[src/rtl/mem_arbiter_rr_pkg.sv]
// Shared types and helpers for the round-robin memory arbiter (package arbiter_pkg).
package arbiter_pkg;

   typedef enum logic {
      ARB_IDLE = 1'b0,
      ARB_BUSY = 1'b1
   } arb_state_e;

   typedef enum logic {
      ARB_RR    = 1'b0,
      ARB_FIXED = 1'b1
   } arb_mode_e;

   localparam int unsigned PERF_CNT_W = 16;

   function automatic logic [PERF_CNT_W-1:0] sat_inc(input logic [PERF_CNT_W-1:0] v);
      return (v == {PERF_CNT_W{1'b1}}) ? v : v + PERF_CNT_W'(1);
   endfunction

endpackage

[src/rtl/mem_arbiter_rr_picker.sv]
// Combinational winner picker (module rr_picker): round-robin from a pointer, or lowest index first.
module rr_picker
   import arbiter_pkg::*;
#(
   parameter int N  = 8,
   parameter int IW = 3
)(
   input  logic [N-1:0]  req_i,
   input  logic [IW-1:0] pointer_i,
   input  arb_mode_e     mode_i,
   input  logic [N-1:0]  exclude_i,
   output logic [IW-1:0] winner_o,
   output logic          valid_o
);

   logic [N-1:0]  masked_s;
   logic [IW-1:0] start_s;

   // Fixed priority ignores both the pointer and the exclusion, so a low-index client can starve others.
   assign masked_s = (mode_i == ARB_FIXED) ? req_i : (req_i & ~exclude_i);
   assign start_s  = (mode_i == ARB_FIXED) ? '0 : pointer_i;

   // Scan from farthest to nearest offset so the nearest requester is written last.
   always_comb begin
      logic [IW-1:0] idx;
      idx      = '0;
      winner_o = '0;
      valid_o  = 1'b0;
      for (int k = N - 1; k >= 0; k--) begin
         idx      = IW'((int'(start_s) + k) % N);
         winner_o = masked_s[idx] ? idx : winner_o;
         valid_o  = valid_o | masked_s[idx];
      end
   end

endmodule

[src/rtl/mem_arbiter_rr.sv]
// NUM_CLIENTS-way memory arbiter with independent read and write grant channels.
// Optional per-client completion counters are enabled with macro ARB_PERF_COUNTERS_EN.
module mem_arbiter_rr
   import arbiter_pkg::*;
#(
   parameter int NUM_CLIENTS           = 8,
   parameter int ADDR_SIZE             = 16,
   parameter int WRITE_DATA_SIZE       = 32,
   parameter int READ_DATA_SIZE        = 512,
   parameter int HAVE_UPSTREAM_ARBITER = 1,
   parameter int ARB_MODE              = 0
)(
   input  logic                                        clk,
   input  logic                                        rst,
   input  logic [NUM_CLIENTS-1:0]                      client_read_en,
   input  logic [NUM_CLIENTS-1:0][ADDR_SIZE-1:0]       client_read_addr,
   input  logic [NUM_CLIENTS-1:0]                      client_write_en,
   input  logic [NUM_CLIENTS-1:0][ADDR_SIZE-1:0]       client_write_addr,
   input  logic [NUM_CLIENTS-1:0][WRITE_DATA_SIZE-1:0] client_write_data,
   output logic [READ_DATA_SIZE-1:0]                   client_read_data,
   output logic [NUM_CLIENTS-1:0]                      client_read_valid,
   output logic [NUM_CLIENTS-1:0]                      client_write_done,
   output logic                                        mem_read_en,
   output logic [ADDR_SIZE-1:0]                        mem_read_addr,
   input  logic [READ_DATA_SIZE-1:0]                   mem_read_data,
   output logic                                        mem_write_en,
   output logic [ADDR_SIZE-1:0]                        mem_write_addr,
   output logic [WRITE_DATA_SIZE-1:0]                  mem_write_data,
   input  logic                                        upstream_read_valid,
   input  logic                                        upstream_write_done
`ifdef ARB_PERF_COUNTERS_EN
   ,
   output logic [NUM_CLIENTS-1:0][PERF_CNT_W-1:0]      perf_read_grants,
   output logic [NUM_CLIENTS-1:0][PERF_CNT_W-1:0]      perf_write_grants
`endif
);

   localparam int        IW        = (NUM_CLIENTS > 2) ? $clog2(NUM_CLIENTS) : 1;
   localparam arb_mode_e MODE      = (ARB_MODE == 1) ? ARB_FIXED : ARB_RR;
   localparam logic      CMPL_FREE = (HAVE_UPSTREAM_ARBITER == 0);

   // Channel 0 is read, channel 1 is write; both run the same grant machine.
   logic [1:0][NUM_CLIENTS-1:0]                ch_req_s;
   logic [1:0][NUM_CLIENTS-1:0][ADDR_SIZE-1:0] ch_addr_s;
   logic [1:0][NUM_CLIENTS-1:0]                ch_done_s;
   logic [1:0]                                 ch_cmpl_s;
   logic [1:0]                                 ch_busy_s;
   logic [1:0]                                 ch_mem_en_s;
   logic [1:0][ADDR_SIZE-1:0]                  ch_mem_addr_s;
   logic [1:0][IW-1:0]                         ch_grant_s;

   assign ch_req_s[0]  = client_read_en;
   assign ch_req_s[1]  = client_write_en;
   assign ch_addr_s[0] = client_read_addr;
   assign ch_addr_s[1] = client_write_addr;
   assign ch_cmpl_s[0] = CMPL_FREE ? 1'b1 : upstream_read_valid;
   assign ch_cmpl_s[1] = CMPL_FREE ? 1'b1 : upstream_write_done;

   for (genvar c = 0; c < 2; c++) begin : g_ch
      arb_state_e             state_q, state_d;
      logic [IW-1:0]          grant_q, grant_d;
      logic [IW-1:0]          ptr_q, ptr_d;
      logic [IW-1:0]          ptr_inc_s, pick_ptr_s, win_s;
      logic [NUM_CLIENTS-1:0] one_s, excl_s;
      logic                   win_valid_s, cmpl_s, busy_s;

      assign busy_s     = (state_q == ARB_BUSY);
      assign cmpl_s     = busy_s & ch_cmpl_s[c];
      assign one_s      = {{(NUM_CLIENTS-1){1'b0}}, 1'b1};
      assign ptr_inc_s  = (grant_q == IW'(NUM_CLIENTS - 1)) ? '0 : grant_q + IW'(1);
      // On completion the next pick already uses the advanced pointer and skips the finished client.
      assign pick_ptr_s = cmpl_s ? ptr_inc_s : ptr_q;
      assign excl_s     = cmpl_s ? (one_s << grant_q) : '0;

      rr_picker #(
         .N  (NUM_CLIENTS),
         .IW (IW)
      ) u_picker (
         .req_i     (ch_req_s[c]),
         .pointer_i (pick_ptr_s),
         .mode_i    (MODE),
         .exclude_i (excl_s),
         .winner_o  (win_s),
         .valid_o   (win_valid_s)
      );

      // Grant state machine: next state, next grant and next pointer.
      always_comb begin
         state_d = state_q;
         grant_d = grant_q;
         ptr_d   = ptr_q;
         case (state_q)
            ARB_IDLE: begin
               if (win_valid_s) begin
                  grant_d = win_s;
                  state_d = ARB_BUSY;
               end else begin
                  state_d = ARB_IDLE;
               end
            end
            ARB_BUSY: begin
               if (cmpl_s) begin
                  ptr_d = ptr_inc_s;
                  if (win_valid_s) begin
                     grant_d = win_s;
                  end else if (ch_req_s[c][grant_q]) begin
                     grant_d = grant_q;
                  end else begin
                     state_d = ARB_IDLE;
                  end
               end else if (!ch_req_s[c][grant_q]) begin
                  state_d = ARB_IDLE;
               end else begin
                  state_d = ARB_BUSY;
               end
            end
            default: state_d = ARB_IDLE;
         endcase
      end

      // State, grant and pointer registers.
      always_ff @(posedge clk) begin
         if (rst) begin
            state_q <= ARB_IDLE;
            grant_q <= '0;
            ptr_q   <= '0;
         end else begin
            state_q <= state_d;
            grant_q <= grant_d;
            ptr_q   <= ptr_d;
         end
      end

      assign ch_busy_s[c]     = busy_s;
      assign ch_grant_s[c]    = grant_q;
      assign ch_mem_en_s[c]   = busy_s & ch_req_s[c][grant_q];
      assign ch_mem_addr_s[c] = busy_s ? ch_addr_s[c][grant_q] : '0;
      assign ch_done_s[c]     = cmpl_s ? (one_s << grant_q) : '0;
   end

   assign mem_read_en       = ch_mem_en_s[0];
   assign mem_read_addr     = ch_mem_addr_s[0];
   assign client_read_data  = ch_busy_s[0] ? mem_read_data : '0;
   assign client_read_valid = ch_done_s[0];
   assign mem_write_en      = ch_mem_en_s[1];
   assign mem_write_addr    = ch_mem_addr_s[1];
   assign mem_write_data    = ch_busy_s[1] ? client_write_data[ch_grant_s[1]] : '0;
   assign client_write_done = ch_done_s[1];

`ifdef ARB_PERF_COUNTERS_EN
   logic [1:0][NUM_CLIENTS-1:0][PERF_CNT_W-1:0] perf_q;

   // Saturating per-client completion counters for each channel.
   always_ff @(posedge clk) begin
      if (rst) begin
         perf_q <= '0;
      end else begin
         for (int c = 0; c < 2; c++) begin
            for (int i = 0; i < NUM_CLIENTS; i++) begin
               if (ch_done_s[c][i]) begin
                  perf_q[c][i] <= sat_inc(perf_q[c][i]);
               end
            end
         end
      end
   end

   assign perf_read_grants  = perf_q[0];
   assign perf_write_grants = perf_q[1];
`else
   // Counters are absent in this build.
`endif

endmodule

[config.mk]
export PLATFORM = sky130hd
export DESIGN_NAME = mem_arbiter_rr
export DESIGN_NICKNAME = d
export VERILOG_FILES = /design/src/rtl/mem_arbiter_rr_pkg.sv /design/src/rtl/mem_arbiter_rr_picker.sv /design/src/rtl/mem_arbiter_rr.sv
export SDC_FILE = /design/constraint.sdc
export NUM_CORES = 1
export LEC_CHECK = 0
export ABC_AREA = 0
export CORE_AREA = 2 2 646 648
export CTS_BUF_LIST = sky130_fd_sc_hd__clkbuf_4
export DETAILED_ROUTE_END_ITERATION = 16
export DIE_AREA = 0 0 648 650
export DONT_BUFFER_PORTS = 1
export PLACE_DENSITY = 0.3
export SLEW_MARGIN = 10
export SYNTH_ARGS = -nofsm -noshare
export SYNTH_HDL_FRONTEND = slang
export SYNTH_SLANG_ARGS = --single-unit
[constraint.sdc]
create_clock -name clk -period 5.6 [get_ports clk]
set_clock_uncertainty 0.15 [all_clocks]
set_input_delay 1.12 -clock clk [delete_from_list [all_inputs] [get_ports clk]]
set_output_delay 1.12 -clock clk [all_outputs]
set_load 0.1 [all_outputs]
==> metrics.md, run 1 <==
| Metric | Value |
|---|---|
| Clk buf depth | `2` |
| Critical Path RT | `~4.3 ns` |
| DRC viols | `0` |
| Slew Limit Fails | `0` |
| Post-synthesis sequential area ratio | `between 2 and 3%` |
| Cell Area, Synth | `10,330 um^2` |
| Post-route clock period utilization | `77.29%` |
| First-pass GRT wire length | `328,400 um` |
| Largest area contributor in the netlist | `and2_1` |
| Fin. Hold Viols | `0` |
| Fmax | `231.0 MHz` |
| Drt wl/cell | `39.64 um` |
| Inserted Clock Buffers | `3` |
| Yosys reg bits | `14` |
| P_sw | `0.007339 W` |
| DP HPWL | `around 280,000 um` |
| First-pass iteration count of the detailed router | `5` |
| Worst slew margin | `15.01%` |
| Gate power share | `96.7%` |
| Core box area | `414,900 um^2` |
| Leakage | `6.138 nW` |
| EDFF count, synth | `0` |
| Initial Util | `2.491%` |
| Area Overhead vs Synth | `109.2%` |
| Hold crit path type | `reg2reg` |
| CP startpoint kind | `flop` |
| Worst reg-to-reg setup slack | `~1.3 ns` |
| Num ports | `1,638` |
| Worst-Skew Late Latency | `~0.31 ns` |
| Row count | `237` |
| Worst EP arrival | `3.06 ns` |
| Syn Nets | `2,373` |
| Clock Tree Root | `clkbuf_4` |
| Post-synthesis simple-gate area fraction | `42.68%` |
| Placed Area | `20,500 um^2` |
| Number of global-route vias before repair | `13,710` |
| Mean post-synth cell area | `7.871 um^2` |
| CTS tree | `built` |
| Area contributors post-synth | `and2_1 31%, mux4_2 29%, nand2_1 6.0%` |
| Total gr overflow | `0` |
| Pin count of the biggest net entering global routing | `approximately 220` |
| Synth Area in Compound Gates | `13.08%` |
| Main combinational cell family by area after synthesis | `simple AND/OR/NAND/NOR gates` |
| Post-Synth Adder-Cell Area | `1.937%` |
| Max FO, Critical Path | `74` |
| Finish-stage setup viols | `0` |
| Portion of netlist area occupied by mux cells | `33.18%` |
| Worst IR Drop VDD | `0.0003746 V` |
| DIE AREA | `421,200 um^2` |
| Top-area cell type share of the netlist area | `31.30%` |
| Power share of the sequential group | `2.5%` |
| Worst-path clk slew | `0.11 ns` |
| Post-route cell area | `21,620 um^2` |
| Vias per cell | `between 2 and 2.5` |
| Via count | `between 15,000 and 20,000` |
| Ys async rst share | `0%` |
| Critical Path Sink Type | `primary output` |
| Postcts setup bufs | `0` |
| Yosys cell types | `81` |
| Max_cap viols | `0` |
| P_int | `around 0.0022 W` |
| CTS resizes | `0` |
| First-iteration detailed-routing DRC count | `approximately 1,400` |
| Sw Share | `76.81%` |
| Pwr Density | `around 440 nW/um^2` |
| Layout Nets | `2,644` |
| Xor-xnor portion of the synthesized cell area | `0.5085%` |
| Gate count of the mapped netlist | `1,313` |
| Layout cells sized above 1 | `between 40% and 50%` |
| Status | `completed` |
| Final min period | `approximately 4.3 ns` |
| Synth Flop Type | `dfxtp_1` |
| Final ANT Viol Nets | `0` |
| I/O Buffers | `0` |
| Hold path startpoint | `g_ch[0].grant_q[0]` |
| Power share of the clock group | `less than 1%` |
| RSZ-0062 raised after global routing | `no` |
| Routed Wire Length | `around 300,000 um` |
| Reg-to-reg startpoint | `g_ch[0].busy_s` |
| GP Congestion | `0.9308` |
| Hold Buf Count CTS | `0` |
| Die H | `about 650 um` |
| H-tree depth | `1` |
| Worst-Margin Slew | `~1.3 ns` |
| Ys Warns | `0` |
| Worst setup path category | `reg2out` |
| Gr usage total | `13.47%` |
| Die W | `648 um` |
| CP startpoint | `g_ch[0].busy_s` |
| Sinks on Clock Net | `14` |
| Total negative slack | `0 ns` |
| Initial antenna violation count | `587` |
## cells by family (layout without fill, tap and decap cells)
| group | count (synthesis) | after routing |
|---|---|---|
| muxes | 172 | 172 |
| adders and majority gates | 16 | 16 |
| and+or+nand+nor | 776 | 776 |
| other | 0 | 433 |
| DFF | 14 | 14 |
| buffers and inverters | 150 | 420 |
| AOI/OAI and AO/OA | 179 | 179 |
| xor gates and xnor gates | 6 | 6 |
## per-layer routing
| layer | global-route usage (%) | vias to the layer above | wire length (um) |
|---|---|---|---|
| met4 | 2.645 | 206 | 9505 |
| met5 | 0.8810 | - | 1439 |
| met1 | 8.368 | 7036 | 64610 |
| met2 | 26.26 | 1981 | 159700 |
| met3 | 13.19 | 920 | 62590 |
| li1 | - | 5660 | - |
## cells in the mapped netlist (all sizes together) (3+ instances only)
master,n
inv,24
a22oi,3
xnor2,6
a211o,3
o31ai,3
nand2b,7
a21o,3
a21oi,22
mux2i,35
a31oi,3
a31o,5
clkbuf,88
a221oi,4
a311oi,3
nor2,38
nand4,8
nand3,12
o211ai,3
dfxtp,14
a21bo,3
nor3,5
a21boi,69
o2111ai,4
a211oi,8
nand4b,5
mux4,135
o21ai,24
and2,517
ha,16
buf,36
nand2,167
o22ai,4
nor2b,3
## cell usage in the layout, fill, tap and decap left out, types with 12 or more instances in the layout
cell | Yosys | layout
a21boi_2 | 1 | 19
a21boi_4 | 0 | 47
a21oi_1 | 20 | 20
and2_1 | 517 | 485
and2_2 | 0 | 32
buf_12 | 1 | 17
buf_4 | 1 | 373
diode_2 | 0 | 433
ha_1 | 16 | 16
inv_1 | 21 | 21
mux2i_1 | 33 | 33
mux4_2 | 135 | 135
nand2_1 | 165 | 165
nand3_1 | 12 | 12
nor2_1 | 37 | 36
o21ai_0 | 19 | 19
## state kept, by name, summed over array words and instances (netlist names)
register      cells
g_ch.grant_q      6
g_ch.ptr_q        6
g_ch.busy_s       2
## area by class of cell
type,instances,area (um^2)
Fill cell,48910,393200
Multi-Input combinational cell,1149,10080
Tap cell,5497,6878
Timing Repair Buffer,390,3141
Antenna cell,433,1084
Sequential cell,14,305.3
Inverter,26,97.59
Clock buffer,4,30.03
## path summary, 6_finish.rpt
path / cells past startpoint / endpoint
worst max-delay path: 4 / client_read_data[155]
worst min-delay path: 2 / g_ch[0].grant_q[0]
worst max register to register: 12 / g_ch[0].grant_q[1]
worst min register to register: 2 / g_ch[0].grant_q[0]
## per-stage QoR
stage / setup slack [ns] / std cells / hold WS [ns] / power, W / util (%)
floorplan: 0.4283 / 1313 / 0.4384 / 0.006403 / -
global placement: 1.009 / 7076 / 0.4565 / 0.009738 / 4.942
detailed placement: 1.048 / 7076 / 0.4268 / 0.009729 / 4.943
CTS: 1.111 / 7080 / 0.4466 / 0.009835 / 4.950
global route: 0.9714 / 7279 / 0.4971 / 0.009969 / 5.070
finish: 1.272 / 7513 / 0.4474 / 0.009555 / 5.211
## critical path, cell delays in order, from the launching register on
cell and delay, ns:
dfxtp_4 0.74, buf_4 0.56, buf_4 0.68, and2_1 0.30, buf_4 0.35
## power groups by stage
stage	clock, W	combinational [W]	sequential (W)
floorplan	0	0.00626	0.000146
global placement	0	0.00950	0.000238
detailed placement	0	0.00949	0.000239
CTS	0.0000835	0.00951	0.000237
global route	0.0000874	0.00963	0.000247
finish	0.0000774	0.00924	0.000235
Note: power is estimated with default switching activity, not from simulation.
==> inputs of run 2 (changes only) <==
==> constraint.sdc (replaced) <==
create_clock -name clk -period 4.37 [get_ports clk]
set_clock_uncertainty 0.15 [all_clocks]
set_input_delay 0.874 -clock clk [delete_from_list [all_inputs] [get_ports clk]]
set_output_delay 0.874 -clock clk [all_outputs]
set_load 0.1 [all_outputs]
==> run 2 against run 1 <==
  * Sequential share of layout area shrank 0.098 points
  * Critical path type is now reg2reg
  * Setup slack lost 0.95 ns
  * Sequential power grew 11%
  * Highest routed layer unchanged
  * Power grew 32%
  * Non-clock buffer count grew 187
  * Count of clock-buffer cells in the layout is the same
==> metrics.md, run 2 (synthesis results as in run 1) <==
| Metric | Value |
|---|---|
| DP HPWL | `266,700 um` |
| DIE AREA | `421,200 um^2` |
| Fmax | `246.7 MHz` |
| Hold Slack | `0.4714 ns` |
| Clock Tree Root | `clkbuf_4` |
| Drt wl/cell | `36.51 um` |
| I/O Buffers | `0` |
| Worst-path clk slew | `between 0.1 and 0.15 ns` |
| Inserted Clock Buffers | `3` |
| Worst EP arrival | `4.13 ns` |
| Worst slew margin | `34.48%` |
| GP Congestion | `approximately 0.99` |
| Worst setup path category | `reg2reg` |
| Area Overhead vs Synth | `122.9%` |
| DRC viols | `0` |
| Initial antenna violation count | `roughly 560` |
| Total negative slack | `0 ns` |
| Hold crit path type | `in2reg` |
| CP startpoint | `g_ch[0].grant_q[0]` |
| Max FO, Critical Path | `8` |
| Leakage | `~7.1 nW` |
| H-tree depth | `1` |
| Worst-Margin Slew | `0.9897 ns` |
| Slew Limit Fails | `0` |
| Core box area | `414,900 um^2` |
| Pin count of the biggest net entering global routing | `155` |
| Initial Util | `2.491%` |
| RSZ-0062 raised after global routing | `no` |
| Commonest non-fill, non-tap cell in the layout | `buf_4` |
| Final ANT Viol Nets | `0` |
| Hold Buf Count CTS | `0` |
| Finish-stage setup viols | `0` |
| First-pass GRT wire length | `312,800 um` |
| Sinks on Clock Net | `14` |
| Fin. Hold Viols | `0` |
| Postcts setup bufs | `0` |
| Total gr overflow | `0` |
| CTS tree | `built` |
| CP startpoint kind | `flop` |
| Worst-Skew Late Latency | `0.32 ns` |
| Layout cells sized above 1 | `47.68%` |
| Hold path startpoint | `rst` |
| First-iteration detailed-routing DRC count | `1,280` |
| Post-route clock period utilization | `92.75%` |
| Final min period | `~4.1 ns` |
| Number of global-route vias before repair | `14,850` |
| Status | `completed` |
| Max_cap viols | `0` |
| First-pass iteration count of the detailed router | `5` |
| Routed Wire Length | `about 280,000 um` |
| Vias per cell | `about 2.1` |
| Row count | `237` |
| Critical Path Sink Type | `flop` |
| Pwr Density | `545.8 nW/um^2` |
| CTS resizes | `0` |
| Gr usage total | `12.64%` |
| Via count | `16,260` |
| Worst IR Drop VDD | `0.0004116 V` |
| Die W | `648 um` |
| Layout Nets | `2,831` |
| Num ports | `1,638` |
| Die H | `about 650 um` |
| Reg-to-reg startpoint | `g_ch[0].grant_q[0]` |
| Critical Path RT | `4.45 ns` |
| Clk buf depth | `2` |
| Most frequent cells in the layout | `549 x buf_4, 497 x and2_1, 165 x nand2_1` |
run 2: layer usage:
layer	track usage [%]	wire length, um	up-vias
li1	-	-	5961
met1	8.500	65430	7365
met2	23.96	145000	1870
met3	12.22	57820	866
met4	2.499	9388	200
met5	0.7094	1678	-
run 2: path summary, 6_finish.rpt:
| path | endpoint | slack (ns) | cells after the start |
|---|---|---|---|
| worst max-delay path | g_ch[0].grant_q[1] | 0.32 | 11 |
| worst min-delay path | g_ch[1].busy_s | 0.47 | 1 |
| worst max register to register | g_ch[0].grant_q[1] | 0.32 | 11 |
| worst min register to register | g_ch[1].grant_q[2] | 0.48 | 2 |
run 2: layout make-up:
type                       count  area [um^2]
antenna                      384        960.9
tap                         5497         6878
clock buffer                   4        30.03
multi-input combinational   1149        10080
inverter                      26        97.59
sequential                    14        302.8
timing repair buffer         577         4682
fill                       48960       391800
run 2: report_power, final:
group	switching, W	total, W	internal (W)
Combinational	0.00913	0.0122	0.00307
Sequential	0.0000878	0.000260	0.000172
Clock	0.0000694	0.000111	0.0000420
run 2: critical path: stages (launching register included):
cell and delay (ns):
dfxtp_4 0.44, ha_1 0.22, ha_1 0.21, and3b_1 0.20, a21oi_1 0.34, inv_2 0.14
ha_1 0.45, mux4_2 0.58, a21oi_1 0.42, o2111ai_1 0.20, a211o_1 0.31, a311oi_1 0.29
run 2: per-stage QoR:
step           util (%)  setup WS, ns  cell area, um^2  power [W]  cells
2_1_floorplan         -       0.01752            10340   0.008259   1313
3_3_place_gp      5.314        0.2464            22040    0.01286   7263
3_5_place_dp      5.314        0.2792            22040    0.01283   7263
4_1_cts           5.321        0.3248            22070    0.01299   7267
5_1_grt           5.458       0.07217            22640    0.01320   7495
6_report          5.552        0.3170            23030    0.01257   7651
==> inputs of run 3 (changes only) <==
--- a/config.mk
+++ b/config.mk
@@ -6,6 +6,7 @@
 export NUM_CORES = 1
 export LEC_CHECK = 0
 export ABC_AREA = 0
+export CAP_MARGIN = 20
 export CORE_AREA = 2 2 646 648
 export CTS_BUF_LIST = sky130_fd_sc_hd__clkbuf_4
 export DETAILED_ROUTE_END_ITERATION = 16
==> results of run 3 <==
Same layout as run 2: the final DEF is identical, and so are final timing and power.
